[src/rtl/fe_pkg.sv]
// =============================================================================
// Module      : fe_pkg
// Description : Front-end shared constants and the packed decode-queue entry layout.
// Revision    : 1.0 - initial release
// =============================================================================
`default_nettype none

package fe_pkg;

    localparam int DQ_W     = 266;
    localparam int DQ_DEPTH = 4;

    // Field widths, listed MSB to LSB of the packed entry
    localparam int DQ_CS_W          = 62;
    localparam int DQ_IMM_W         = 32;
    localparam int DQ_DISP_W        = 32;
    localparam int DQ_IMMSIZE_W     = 2;
    localparam int DQ_DISPSIZE_W    = 2;
    localparam int DQ_SIB_W         = 1;
    localparam int DQ_SCALE_W       = 2;
    localparam int DQ_BASEREN_W     = 1;
    localparam int DQ_IDXREN_W      = 1;
    localparam int DQ_NEIP_W        = 32;
    localparam int DQ_EIP_W         = 32;
    localparam int DQ_BP_TGT_W      = 32;
    localparam int DQ_IMM8_W        = 8;
    localparam int DQ_OPSIZE_W      = 2;
    localparam int DQ_SR1_W         = 3;
    localparam int DQ_SR2_W         = 3;
    localparam int DQ_BASE_W        = 3;
    localparam int DQ_IDX_W         = 3;
    localparam int DQ_SEGR1_W       = 3;
    localparam int DQ_SEGR2_W       = 3;
    localparam int DQ_BP_TAKEN_W    = 1;
    localparam int DQ_INDIR_ADDR_W  = 1;
    localparam int DQ_DFLAG_W       = 1;
    localparam int DQ_BR_FETCH_ID_W = 4;

    // Field offsets, built upward from the LSB so the CS field lands at the top
    localparam int DQ_BR_FETCH_ID_LSB = 0;
    localparam int DQ_DFLAG_LSB       = DQ_BR_FETCH_ID_LSB + DQ_BR_FETCH_ID_W;
    localparam int DQ_INDIR_ADDR_LSB  = DQ_DFLAG_LSB       + DQ_DFLAG_W;
    localparam int DQ_BP_TAKEN_LSB    = DQ_INDIR_ADDR_LSB  + DQ_INDIR_ADDR_W;
    localparam int DQ_SEGR2_LSB       = DQ_BP_TAKEN_LSB    + DQ_BP_TAKEN_W;
    localparam int DQ_SEGR1_LSB       = DQ_SEGR2_LSB       + DQ_SEGR2_W;
    localparam int DQ_IDX_LSB         = DQ_SEGR1_LSB       + DQ_SEGR1_W;
    localparam int DQ_BASE_LSB        = DQ_IDX_LSB         + DQ_IDX_W;
    localparam int DQ_SR2_LSB         = DQ_BASE_LSB        + DQ_BASE_W;
    localparam int DQ_SR1_LSB         = DQ_SR2_LSB         + DQ_SR2_W;
    localparam int DQ_OPSIZE_LSB      = DQ_SR1_LSB         + DQ_SR1_W;
    localparam int DQ_IMM8_LSB        = DQ_OPSIZE_LSB      + DQ_OPSIZE_W;
    localparam int DQ_BP_TGT_LSB      = DQ_IMM8_LSB        + DQ_IMM8_W;
    localparam int DQ_EIP_LSB         = DQ_BP_TGT_LSB      + DQ_BP_TGT_W;
    localparam int DQ_NEIP_LSB        = DQ_EIP_LSB         + DQ_EIP_W;
    localparam int DQ_IDXREN_LSB      = DQ_NEIP_LSB        + DQ_NEIP_W;
    localparam int DQ_BASEREN_LSB     = DQ_IDXREN_LSB      + DQ_IDXREN_W;
    localparam int DQ_SCALE_LSB       = DQ_BASEREN_LSB     + DQ_BASEREN_W;
    localparam int DQ_SIB_LSB         = DQ_SCALE_LSB       + DQ_SCALE_W;
    localparam int DQ_DISPSIZE_LSB    = DQ_SIB_LSB         + DQ_SIB_W;
    localparam int DQ_IMMSIZE_LSB     = DQ_DISPSIZE_LSB    + DQ_DISPSIZE_W;
    localparam int DQ_DISP_LSB        = DQ_IMMSIZE_LSB     + DQ_IMMSIZE_W;
    localparam int DQ_IMM_LSB         = DQ_DISP_LSB        + DQ_DISP_W;
    localparam int DQ_CS_LSB          = DQ_IMM_LSB         + DQ_IMM_W;

    function automatic logic [DQ_CS_W-1:0] dq_get_cs(input logic [DQ_W-1:0] entry);
        return entry[DQ_CS_LSB +: DQ_CS_W];
    endfunction

endpackage

`default_nettype wire

[src/rtl/dq_ram.sv]
// =============================================================================
// Module      : dq_ram
// Description : DEPTH x W storage, one write port, asynchronous read, no reset.
// Revision    : 1.0 - initial release
// =============================================================================
`default_nettype none

module dq_ram #(
    parameter int DEPTH = 4,
    parameter int W     = 266
) (
    input  logic                     clk,
    input  logic                     i_we,
    input  logic [$clog2(DEPTH)-1:0] i_waddr,
    input  logic [W-1:0]             i_wdata,
    input  logic [$clog2(DEPTH)-1:0] i_raddr,
    output logic [W-1:0]             o_rdata
);

    logic [W-1:0] r_mem [DEPTH];

    always_ff @(posedge clk) begin
        if (i_we) begin
            r_mem[i_waddr] <= i_wdata;
        end
    end

    assign o_rdata = r_mem[i_raddr];

endmodule

`default_nettype wire

[src/rtl/decode_queue.sv]
// =============================================================================
// Module      : decode_queue
// Description : Decoded-instruction FIFO between decode2 and register read.
//               Optional same-cycle bypass when empty: define DECODE_QUEUE_BYPASS_EN.
// Revision    : 1.0 - initial release
// =============================================================================
`default_nettype none

module decode_queue
    import fe_pkg::*;
#(
    parameter int DEPTH = DQ_DEPTH,
    parameter int W     = DQ_W
) (
    input  logic                     CLK,
    input  logic                     reset,
    input  logic                     in_v,
    input  logic [W-1:0]             in_data,
    output logic                     dq_stall,
    input  logic                     rr_stall,
    output logic                     out_v,
    output logic [W-1:0]             out_data,
    input  logic                     flush,
    output logic [$clog2(DEPTH):0]   dq_count
);

    localparam int              c_AW      = $clog2(DEPTH);
    localparam logic [c_AW:0]   c_FULL    = (c_AW+1)'(DEPTH);
    localparam logic [c_AW:0]   c_CNT_ONE = (c_AW+1)'(1);
    localparam logic [c_AW-1:0] c_PTR_ONE = c_AW'(1);

    logic [c_AW-1:0] r_wr_ptr;
    logic [c_AW-1:0] r_rd_ptr;
    logic [c_AW:0]   r_count;
    logic [W-1:0]    w_rdata;
    logic            w_empty;
    logic            w_push;
    logic            w_pop;

    assign w_empty  = (r_count == '0);
    assign dq_stall = (r_count == c_FULL);
    assign dq_count = r_count;

`ifdef DECODE_QUEUE_BYPASS_EN
    logic w_bypass;

    // An empty queue forwards in_data straight out; it is only stored if RR holds.
    assign w_bypass = w_empty && in_v && !flush;
    assign out_v    = (!w_empty && !flush) || w_bypass;
    assign out_data = w_bypass ? in_data : w_rdata;
    assign w_pop    = !w_empty && !flush && !rr_stall;
    assign w_push   = in_v && !dq_stall && !flush && !(w_bypass && !rr_stall);
`else
    assign out_v    = !w_empty && !flush;
    assign out_data = w_rdata;
    assign w_pop    = out_v && !rr_stall;
    assign w_push   = in_v && !dq_stall && !flush;
`endif

    always_ff @(posedge CLK or negedge reset) begin
        if (!reset) begin
            r_wr_ptr <= '0;
            r_rd_ptr <= '0;
            r_count  <= '0;
        end else if (flush) begin
            r_wr_ptr <= '0;
            r_rd_ptr <= '0;
            r_count  <= '0;
        end else begin
            if (w_push) begin
                r_wr_ptr <= r_wr_ptr + c_PTR_ONE;
            end
            if (w_pop) begin
                r_rd_ptr <= r_rd_ptr + c_PTR_ONE;
            end
            if (w_push && !w_pop) begin
                r_count <= r_count + c_CNT_ONE;
            end else if (w_pop && !w_push) begin
                r_count <= r_count - c_CNT_ONE;
            end
        end
    end

    dq_ram #(
        .DEPTH (DEPTH),
        .W     (W)
    ) u_dq_ram (
        .clk     (CLK),
        .i_we    (w_push),
        .i_waddr (r_wr_ptr),
        .i_wdata (in_data),
        .i_raddr (r_rd_ptr),
        .o_rdata (w_rdata)
    );

endmodule

`default_nettype wire

[config.mk]
export PLATFORM = sky130hd
export DESIGN_NAME = decode_queue
export DESIGN_NICKNAME = d
export VERILOG_FILES = /design/src/rtl/fe_pkg.sv /design/src/rtl/dq_ram.sv /design/src/rtl/decode_queue.sv
export SDC_FILE = /design/constraint.sdc
export NUM_CORES = 1
export LEC_CHECK = 0
export CAP_MARGIN = 20
export CORE_MARGIN = 4
export CORE_UTILIZATION = 35
export CTS_CLUSTER_DIAMETER = 50
export CTS_CLUSTER_SIZE = 40
export DETAILED_ROUTE_END_ITERATION = 10
export PLACE_DENSITY = 0.65
export SETUP_SLACK_MARGIN = 0.2
export SLEW_MARGIN = 30
export SYNTH_ARGS = -nofsm -noshare
export SYNTH_HDL_FRONTEND = slang
export SYNTH_SLANG_ARGS = --single-unit
[constraint.sdc]
create_clock -name CLK -period 7.2 [get_ports CLK]
set_input_delay 0.72 -clock CLK [delete_from_list [all_inputs] [get_ports CLK]]
set_output_delay 0.72 -clock CLK [all_outputs]
set_load 0.02 [all_outputs]
==> impl_metrics.sql, run 1 <==
INSERT INTO impl_metrics (metric_group, metric, value, unit) VALUES
('drt', 'first_iter_violations', '1080', ''),
('floorplan', 'start_util', '35.2', '%'),
('grt', 'grt_use_total', '13.8', '%'),
('grt', 'grt-ovfl-total', '0', ''),
('drt', 'count_of_antenna_violating_nets_left_after_detailed_routing', '0', ''),
('critical_path', 'critical_path_depth', '4', ''),
('power_and_ir_drop', 'total_leakage_power', '15.2', 'nW'),
('clock_network', 'number_of_hold_buffers_added_after_cts', '0', ''),
('timing', 'period_share', '62.6', '%'),
('floorplan', 'rows', '122', ''),
('grt', 'grt_first_pass_wirelength', '122', 'mm'),
('drt', 'number_of_detailed_routing_iterations_run_before_antenna_repair', '5', ''),
('critical_path', 'worstSetupPathType', 'flip-flop to primary output', ''),
('critical_path', 'timing.critical_path.buf_inv', '3', ''),
('timing', 'final_max_slew_viol_count', '0', ''),
('drt', 'detail_route.wl_per_cell', '22.4', 'um'),
('floorplan', 'ioPinCount', '542', ''),
('finish', 'finalNetCount', '2326', ''),
('grt', 'grt_max_degree', '136', ''),
('power_and_ir_drop', 'peakVddDrop', '214', 'uV'),
('clock_network', 'cts-buffers-inserted', '100', ''),
('finish', 'mostFrequentLayoutCell', 'sky130_fd_sc_hd__edfxtp_1', ''),
('logic_synthesis', 'syn-mean-instance-area', '26.8', 'um^2'),
('power_and_ir_drop', 'design_power_total', '16.3', 'mW'),
('worst_hold_path', 'worst_hold_path_type', 'input pin to asynchronous set/reset pin', ''),
('run', 'maxcap_viol_count', '0', ''),
('timing', 'timing.fmax', '0.222', 'GHz'),
('outcome', 'run_status', 'finished, final reports clean', ''),
('drt', 'route.detailed.drc', '0', ''),
('logic_synthesis', 'synth-seq-cells', '1071', ''),
('clock_network', 'worstSkewPairLatency', '670', 'ps'),
('timing', 'fin_worst_hold_slack', '311', 'ps'),
('timing', 'fin_worst_skew', '25.1', 'ps'),
('logic_synthesis', 'post_syn_instances', '1451', ''),
('place', 'hpwlAfterDp', '49.1', 'mm'),
('logic_synthesis', 'syn_nets', '1727', ''),
('clock_network', 'cts-resized-gates', '0', ''),
('critical_path', 'timing.critical_path.slowest_stage_cell', 'sky130_fd_sc_hd__dfrtp_4', ''),
('critical_path', 'timing.reg2reg.worst_path_depth', '5', ''),
('finish', 'layoutNonFillerInstCount', '3636', ''),
('critical_path', 'biggest_cell_delay_along_the_critical_path', '940', 'ps'),
('place', 'placedCellCount', '3433', ''),
('timing', 'fin_setup_tns', '0', 'ps'),
('logic_synthesis', 'synth_sequential_area_ratio', '82.5', '%'),
('place', 'port_buffers', '541', ''),
('logic_synthesis', 'ys.warnings.count', '0', ''),
('drt', 'dr_total_vias', '17400', ''),
('finish', 'drive_above_1_share', '22.0', '%'),
('timing', 'final-hold-violation-count', '0', ''),
('critical_path', 'critical_path_required', '6480', 'ps'),
('logic_synthesis', 'yosys.cell_types.count', '27', ''),
('timing', 'rsz0062_at_grt', 'no', ''),
('timing', 'slew-limit-headroom', '24.3', '%'),
('clock_network', 'cts-root-to-sink-buffers', '3', ''),
('timing', 'final-setup-viol-count', '0', ''),
('critical_path', 'cp_max_fo', '70', ''),
('finish', 'mostFrequentLayoutCells', 'sky130_fd_sc_hd__edfxtp_1, sky130_fd_sc_hd__clkdlybuf4s50_1, sky130_fd_sc_hd__mux4_2, sky130_fd_sc_hd__clkbuf_16', ''),
('critical_path', 'worst_path_dominant_cell_family', 'buffers and inverters', ''),
('clock_network', 'cts_num_sinks', '1071', ''),
('floorplan', 'core-area', '111000', 'um^2'),
('place', 'gpl.final_weighted_congestion', '0.729', ''),
('clock_network', 'post-cts-setup-buffers', '0', ''),
('grt', 'grt_antenna_before_repair', '19', ''),
('timing', 'period_minus_slack', '4510', 'ps'),
('clock_network', 'root_buffer', 'sky130_fd_sc_hd__clkbuf_16', ''),
('floorplan', 'die_y', '341', 'um'),
('timing', 'worstMarginPinSlew', '1140', 'ps'),
('critical_path', 'crit_path_end_kind', 'primary output', ''),
('logic_synthesis', 'netlist_area', '38900', 'um^2'),
('floorplan', 'die-width', '341', 'um'),
('critical_path', 'list_of_cells_traversed_by_the_critical_path', 'buf_12, buf_16, mux4_2, clkdlybuf4s50_1', '');
power by group:
part	switching, mW	leakage, nW	internal, mW
logic	1.84	3.80	1.80
registers	0.125	9.74	7.26
clock network	2.45	1.62	2.88
total	4.41	15.2	11.9
sequential cells by signal, indices dropped and copies added (netlist names):
register and cells:
r_wr_ptr 2, dq_count 3, r_rd_ptr 2, u_dq_ram.r_mem 1064
logic make-up (layout without fill, tap and decap cells):
group           Yosys count  in the layout  share of synthesized area [%]
compound gates           11             11                          0.158
fa+ha+maj                 5              5                          0.180
xor+xnor                  3              3                         0.0675
other cells               0             13                              0
buf+inv                  66            750                           1.24
flops                  1071           1071                           82.5
simple gates             26             26                          0.337
mux                     269            269                           15.5
layer usage:
layer  global-route usage (%)  wire (um)  share of wire [%]
met1                     17.2      31200                 38
met2                     22.8      41400                 51
met3                     4.69       6820                8.4
met4                     4.79       1940                2.4
met5                        0         46              0.057
Yosys cell counts, drive strengths merged:
master	number	share of area, %
a211oi	1	0.019
a21oi	4	0.051
a22o	1	0.023
and2	4	0.064
buf	56	1.1
clkbuf	5	0.048
dfrtp	7	0.45
edfxtp	1064	82
fa	1	0.051
ha	4	0.13
inv	5	0.048
mux2	2	0.058
mux2i	1	0.026
mux4	266	15
nand2	1	0.0096
nand2b	1	0.016
nor2	12	0.12
nor2b	2	0.032
nor3	1	0.013
nor3b	2	0.039
o21ai	5	0.064
or2	2	0.032
or3	1	0.016
xnor2	3	0.068
layout make-up:
type | instances | area [um^2]
repair buffers | 558 | 5750
clock buffers | 106 | 2520
well taps | 1488 | 1860
diodes | 13 | 32.5
inverters | 5 | 18.8
fillers | 9203 | 61000
clock inverters | 81 | 882
multi-input cells | 314 | 6320
flip-flops and latches | 1071 | 32100
path summary, 6_finish.rpt:
check	startpoint	to	slack, ps
worst max-delay path	r_rd_ptr[0]	out_data[124]	2690
worst min-delay path	reset	r_wr_ptr[1]	310
worst max register to register	dq_count[0]	u_dq_ram.r_mem[0][111]	4560
worst min register to register	r_wr_ptr[1]	r_wr_ptr[1]	600
max in group asynchronous	reset	r_rd_ptr[1]	6610
min in group CLK	r_wr_ptr[1]	r_wr_ptr[1]	600
through the flow:
| stage | setup slack, ps | instance area, um^2 |
|---|---|---|
| floorplan | 2470 | 38900 |
| global placement | 3380 | 46000 |
| detailed placement | 3370 | 46000 |
| CTS | 2600 | 49400 |
| global route | 2350 | 49500 |
| finish | 2690 | 49500 |
worst register-to-register path: stages, from the launching register on:
cell	delay (ps)
sky130_fd_sc_hd__dfrtp_1	430
sky130_fd_sc_hd__or2_2	180
sky130_fd_sc_hd__nor2_1	70
sky130_fd_sc_hd__nor2_1	290
sky130_fd_sc_hd__and2_4	400
sky130_fd_sc_hd__buf_12	520
Note: power is estimated with default switching activity, not from simulation.
==> run 2: changes to the inputs <==
- clock period: 7.2 -> 4 ns (I/O delays scaled with it)
==> impl_metrics.sql, run 2 (same netlist as run 1, synthesis figures left out) <==
INSERT INTO impl_metrics (metric_group, metric, value, unit) VALUES
('clock_network', 'cts-resized-gates', '0', ''),
('timing', 'worstMarginPinSlew', '804', 'ps'),
('place', 'port_buffers', '541', ''),
('run', 'maxcap_viol_count', '0', ''),
('critical_path', 'crit_path_end_kind', 'primary output', ''),
('finish', 'drive_above_1_share', '24.6', '%'),
('timing', 'timing.fmax', '0.281', 'GHz'),
('floorplan', 'core-area', '111000', 'um^2'),
('timing', 'period_minus_slack', '3560', 'ps'),
('drt', 'avgViaCountPerCell', '4.80', ''),
('finish', 'area_delta_synth_final', '30.0', '%'),
('drt', 'first_iter_violations', '1063', ''),
('finish', 'flip_flop_count_of_the_largest_register_after_layout', '1064', ''),
('clock_network', 'root_buffer', 'sky130_fd_sc_hd__clkbuf_16', ''),
('clock_network', 'worstSkewPairLatency', '670', 'ps'),
('grt', 'grt_max_degree', '83', ''),
('finish', 'finalNetCount', '2404', ''),
('drt', 'drt_wl_total', '86.4', 'mm'),
('clock_network', 'cts_htree_levels', '3', ''),
('floorplan', 'rows', '122', ''),
('floorplan', 'ioPinCount', '542', ''),
('clock_network', 'worst_setup_hold_path_clk_slew', '80', 'ps'),
('grt', 'number_of_global_route_vias_before_repair', '19300', ''),
('critical_path', 'start_kind', 'flip-flop', ''),
('finish', 'mostFrequentLayoutCell', 'sky130_fd_sc_hd__edfxtp_1', ''),
('timing', 'final-setup-viol-count', '0', ''),
('drt', 'count_of_antenna_violating_nets_left_after_detailed_routing', '0', ''),
('floorplan', 'die_y', '341', 'um'),
('timing', 'slew-limit-headroom', '46.4', '%'),
('place', 'gpl.final_weighted_congestion', '0.748', ''),
('timing', 'final-hold-violation-count', '0', ''),
('timing', 'final_max_slew_viol_count', '0', ''),
('finish', 'finish.instance_area', '50600', 'um^2'),
('timing', 'fin_worst_skew', '26.4', 'ps'),
('drt', 'detail_route.wl_per_cell', '23.3', 'um'),
('timing', 'fin_worst_hold_slack', '338', 'ps'),
('drt', 'number_of_detailed_routing_iterations_run_before_antenna_repair', '5', ''),
('clock_network', 'cts-root-to-sink-buffers', '3', ''),
('floorplan', 'fp.dieArea', '117000', 'um^2'),
('drt', 'dr_total_vias', '17800', ''),
('critical_path', 'cp_max_fo', '64', ''),
('finish', 'fillers', '9089', ''),
('grt', 'grt_antenna_before_repair', '14', ''),
('power_and_ir_drop', 'pwr_density_cell', '602', 'nW/um^2'),
('power_and_ir_drop', 'peakVddDrop', '439', 'uV'),
('worst_hold_path', 'worst_hold_path_type', 'input pin to flip-flop', ''),
('timing', 'rsz0062_at_grt', 'no', ''),
('finish', 'finish.utilization', '45.8', '%'),
('outcome', 'run_status', 'finished, final reports clean', ''),
('critical_path', 'worstPathArrival', '3160', 'ps'),
('floorplan', 'start_util', '35.2', '%'),
('critical_path', 'critical_path_required', '3600', 'ps'),
('clock_network', 'clock_tree_from_tritoncts', 'done', ''),
('clock_network', 'cts_num_sinks', '1071', ''),
('clock_network', 'cts-buffers-inserted', '100', ''),
('power_and_ir_drop', 'total_leakage_power', '15.8', 'nW'),
('finish', 'registers.top_by_ff_count', 'u_dq_ram.r_mem', ''),
('grt', 'grt-ovfl-total', '0', ''),
('drt', 'route.detailed.drc', '0', ''),
('timing', 'period_share', '89.0', '%'),
('place', 'place_area', '46900', 'um^2'),
('grt', 'grt_use_total', '14.6', '%'),
('grt', 'grt_first_pass_wirelength', '127', 'mm'),
('critical_path', 'worstSetupPathType', 'flip-flop to primary output', ''),
('place', 'hpwlAfterDp', '56.9', 'mm'),
('floorplan', 'die-width', '341', 'um'),
('finish', 'mostFrequentLayoutCells', 'sky130_fd_sc_hd__edfxtp_1, sky130_fd_sc_hd__clkdlybuf4s50_1, sky130_fd_sc_hd__mux4_2, sky130_fd_sc_hd__clkbuf_16, sky130_fd_sc_hd__buf_4', '');
run 2: per-layer routing:
| layer | global-route usage, % | routed length (um) |
|---|---|---|
| met4 | 4.60 | 1930 |
| met1 | 18.0 | 33300 |
| met5 | 0 | 49 |
| met2 | 24.8 | 44200 |
| met3 | 4.51 | 6880 |
run 2: critical path: stages (launching register included):
cell and delay (ps):
sky130_fd_sc_hd__dfrtp_4 920, sky130_fd_sc_hd__buf_12 400, sky130_fd_sc_hd__mux4_2 420, sky130_fd_sc_hd__clkdlybuf4s50_1 570
run 2: worst paths after layout:
check / slack, ps / depth (start not counted) / end / start
max: 440 / 3 / out_data[54] / r_rd_ptr[1]
min: 340 / 1 / u_dq_ram.r_mem[2][117] / in_data[117]
max reg2reg: 1640 / 5 / u_dq_ram.r_mem[2][134] / dq_count[0]
min reg2reg: 600 / 2 / r_wr_ptr[1] / r_wr_ptr[1]
max in group asynchronous: 3160 / 2 / r_rd_ptr[1] / reset
min in group asynchronous: 550 / 2 / r_wr_ptr[0] / reset
run 2: power by group:
part,internal [mW],switching (mW),total (mW)
clock network,5.84,4.47,10.3
logic,3.44,3.46,6.90
registers,13.0,0.211,13.3
total,22.3,8.15,30.5
run 2: area by class of cell:
class / instances / area [um^2] / share of cell area, %
clock inverters: 79 / 1120 / 2.21
multi-input cells: 314 / 6320 / 12.5
clock buffers: 109 / 2570 / 5.07
inverters: 5 / 18.8 / 0.0371
well taps: 1488 / 1860 / 3.68
repair buffers: 636 / 6560 / 13.0
flip-flops and latches: 1071 / 32100 / 63.5
diodes: 9 / 22.5 / 0.0445
run 2: through the flow:
| step | setup slack (ps) | power (mW) | cells | setup TNS (ps) |
|---|---|---|---|---|
| global placement | 996 | 20.4 | 3512 | 0 |
| CTS | 210 | 30.9 | 3701 | 0 |
| floorplan | -694 | 17.4 | 1451 | -738400 |
| global route | 308 | 31.7 | 3705 | 0 |
| detailed placement | 980 | 20.5 | 3512 | 0 |
| finish | 441 | 30.5 | 3711 | 0 |
run 2: repair_timing:
| item | in CTS | in global routing |
|---|---|---|
| endpoints found under the setup margin | 0 | 2 |
| hold buffers | 1 | 0 |
| setup buffers | 0 | 1 |
| endpoints found under the hold margin | 7 | 0 |
==> run 3: changes to the inputs <==
- CTS_CLUSTER_SIZE: 40 -> 10
==> impl_metrics.sql, run 3 (same netlist as run 1, synthesis figures left out) <==
INSERT INTO impl_metrics (metric_group, metric, value, unit) VALUES
('finish', 'drive_above_1_share', '24.3', '%'),
('clock_network', 'cts_htree_levels', '4', ''),
('critical_path', 'biggest_cell_delay_along_the_critical_path', '930', 'ps'),
('drt', 'detail_route.wl_per_cell', '23.6', 'um'),
('critical_path', 'timing.critical_path.slowest_stage_cell', 'sky130_fd_sc_hd__dfrtp_4', ''),
('floorplan', 'rows', '122', ''),
('critical_path', 'timing.critical_path.buf_inv', '2', ''),
('timing', 'post_route_setup_slack', '400', 'ps'),
('critical_path', 'worstSetupPathType', 'flip-flop to primary output', ''),
('critical_path', 'crit_path_end_kind', 'primary output', ''),
('timing', 'fin_worst_skew', '18.8', 'ps'),
('critical_path', 'worst-r2r-setup-slack', '1670', 'ps'),
('place', 'placedCellCount', '3512', ''),
('critical_path', 'reg2reg_to', 'u_dq_ram.r_mem[1][181]', ''),
('place', 'gpl.final_weighted_congestion', '0.748', ''),
('power_and_ir_drop', 'peakVddDrop', '408', 'uV'),
('timing', 'timing.fmax', '0.278', 'GHz'),
('timing', 'period_minus_slack', '3600', 'ps'),
('timing', 'slew-limit-headroom', '45.4', '%'),
('grt', 'grt-ovfl-total', '0', ''),
('floorplan', 'core-area', '111000', 'um^2'),
('critical_path', 'cp_max_fo', '64', ''),
('grt', 'grt_use_total', '14.9', '%'),
('floorplan', 'die_y', '341', 'um'),
('finish', 'mostFrequentLayoutCells', 'sky130_fd_sc_hd__edfxtp_1, sky130_fd_sc_hd__clkdlybuf4s50_1, sky130_fd_sc_hd__mux4_2, sky130_fd_sc_hd__clkbuf_16, sky130_fd_sc_hd__buf_4', ''),
('clock_network', 'clock_tree_from_tritoncts', 'done', ''),
('timing', 'final-hold-violation-count', '0', ''),
('timing', 'worstMarginPinSlew', '819', 'ps'),
('timing', 'rsz0062_at_grt', 'no', ''),
('grt', 'number_of_global_route_vias_before_repair', '19600', ''),
('timing', 'fin_setup_tns', '0', 'ps'),
('drt', 'count_of_antenna_violating_nets_left_after_detailed_routing', '0', ''),
('power_and_ir_drop', 'design_power_total', '30.9', 'mW'),
('finish', 'multi_input_area', '6320', 'um^2'),
('floorplan', 'fp.dieArea', '117000', 'um^2'),
('floorplan', 'start_util', '35.2', '%'),
('power_and_ir_drop', 'pwr_density_cell', '608', 'nW/um^2'),
('floorplan', 'ioPinCount', '542', ''),
('timing', 'final-setup-viol-count', '0', ''),
('place', 'setup_ws_pre_cts', '980', 'ps'),
('finish', 'layoutNonFillerInstCount', '3706', ''),
('place', 'port_buffers', '541', ''),
('drt', 'drt_wl_total', '87.3', 'mm'),
('drt', 'first_iter_violations', '1128', ''),
('critical_path', 'worst_path_dominant_cell_family', 'buffers and inverters', ''),
('finish', 'finalNetCount', '2438', ''),
('finish', 'flip_flop_count_of_the_largest_register_after_layout', '1064', ''),
('critical_path', 'start_kind', 'flip-flop', ''),
('critical_path', 'worstPathArrival', '3200', 'ps'),
('drt', 'route.detailed.drc', '0', ''),
('timing', 'final_max_slew_viol_count', '0', ''),
('drt', 'avgViaCountPerCell', '4.84', ''),
('worst_hold_path', 'worst_hold_path_type', 'input pin to flip-flop', ''),
('timing', 'period_share', '90.0', '%'),
('finish', 'registers.top_by_ff_count', 'u_dq_ram.r_mem', ''),
('worst_hold_path', 'hold-path-endpoint', 'u_dq_ram.r_mem[0][157]', ''),
('finish', 'mostFrequentLayoutCell', 'sky130_fd_sc_hd__edfxtp_1', ''),
('grt', 'grt_max_degree', '83', ''),
('finish', 'area.sequential', '32100', 'um^2'),
('grt', 'grt_first_pass_wirelength', '129', 'mm'),
('critical_path', 'list_of_cells_traversed_by_the_critical_path', 'buf_12, mux4_2, clkdlybuf4s50_1', ''),
('finish', 'fillers', '9075', ''),
('outcome', 'run_status', 'finished, final reports clean', ''),
('place', 'hpwlAfterDp', '56.9', 'mm'),
('clock_network', 'cts_num_sinks', '1071', ''),
('finish', 'finish.utilization', '46.0', '%'),
('drt', 'dr_total_vias', '17900', ''),
('clock_network', 'worst_setup_hold_path_clk_slew', '50', 'ps'),
('clock_network', 'cts-root-to-sink-buffers', '3', ''),
('clock_network', 'worstSkewPairLatency', '720', 'ps'),
('worst_hold_path', 'worst_hold_path_cell_count', '1', ''),
('power_and_ir_drop', 'total_leakage_power', '15.9', 'nW'),
('critical_path', 'critical_path_required', '3600', 'ps'),
('drt', 'number_of_detailed_routing_iterations_run_before_antenna_repair', '5', ''),
('grt', 'grt_antenna_before_repair', '13', ''),
('critical_path', 'r2r_start', 'dq_count[0]', ''),
('finish', 'area_delta_synth_final', '30.5', '%'),
('run', 'maxcap_viol_count', '0', ''),
('worst_hold_path', 'timing.hold.worst.start', 'in_data[157]', ''),
('floorplan', 'die-width', '341', 'um'),
('clock_network', 'root_buffer', 'sky130_fd_sc_hd__clkbuf_16', ''),
('critical_path', 'timing.reg2reg.worst_path_depth', '6', ''),
('clock_network', 'cts-buffers-inserted', '134', '');
run 3: changes by cell type in the layout (fill, tap and decap cells not counted), sizes merged:
cell      change
clkinv       -18
inv          -13
clkbuf       +40
bufinv       -12
clkinvlp      -4
diode         +2
run 3: how the worst max path moves through the flow:
stage           startpoint                   end  slack [ps]  cells past startpoint
3_5_place_dp   r_rd_ptr[0]         out_data[173]         980                      4
6_report       r_rd_ptr[1]          out_data[54]         400                      3
3_3_place_gp   r_rd_ptr[0]         out_data[173]        1000                      4
4_1_cts        r_rd_ptr[1]         out_data[173]         300                      3
2_1_floorplan  dq_count[0]  u_dq_ram.r_mem[0][0]        -690                      4
5_1_grt        r_rd_ptr[1]         out_data[137]         260                      3
run 3: stage by stage:
step	hold WS, ps	instance area [um^2]
floorplan	104	38900
global placement	561	46900
detailed placement	589	46900
CTS	233	50800
global route	257	50800
finish	316	50800
run 3: final cells by class:
cell class              count  share of cell area [%]
repair buffers            636                    12.9
clock buffers             149                    6.80
flip-flops and latches   1071                    63.3
inverters                   5                  0.0370
clock inverters            32                   0.823
multi-input cells         314                    12.4
well taps                1488                    3.67
diodes                     11                  0.0542
run 3: timing repair:
action / CTS / global route
setup buffers: 1 / 0
resized for setup: 0 / 0
endpoints found under the hold margin: 7 / 0
hold buffers: 1 / 0
setup endpoints to repair: 2 / 0
run 3: power by group:
group	switching, mW	internal [mW]	total (mW)
logic	3.47	3.43	6.91
clock network	4.32	6.35	10.7
registers	0.210	13.1	13.3
run 3: routing by layer:
metal / GRT usage, % / wire (um) / vias up
met2: 25.0 / 44800 / 613
met1: 18.1 / 33200 / 9438
met4: 4.93 / 1990 / 6
li1: - / - / 7741
met5: 0 / 38 / -
met3: 5.24 / 7290 / 124
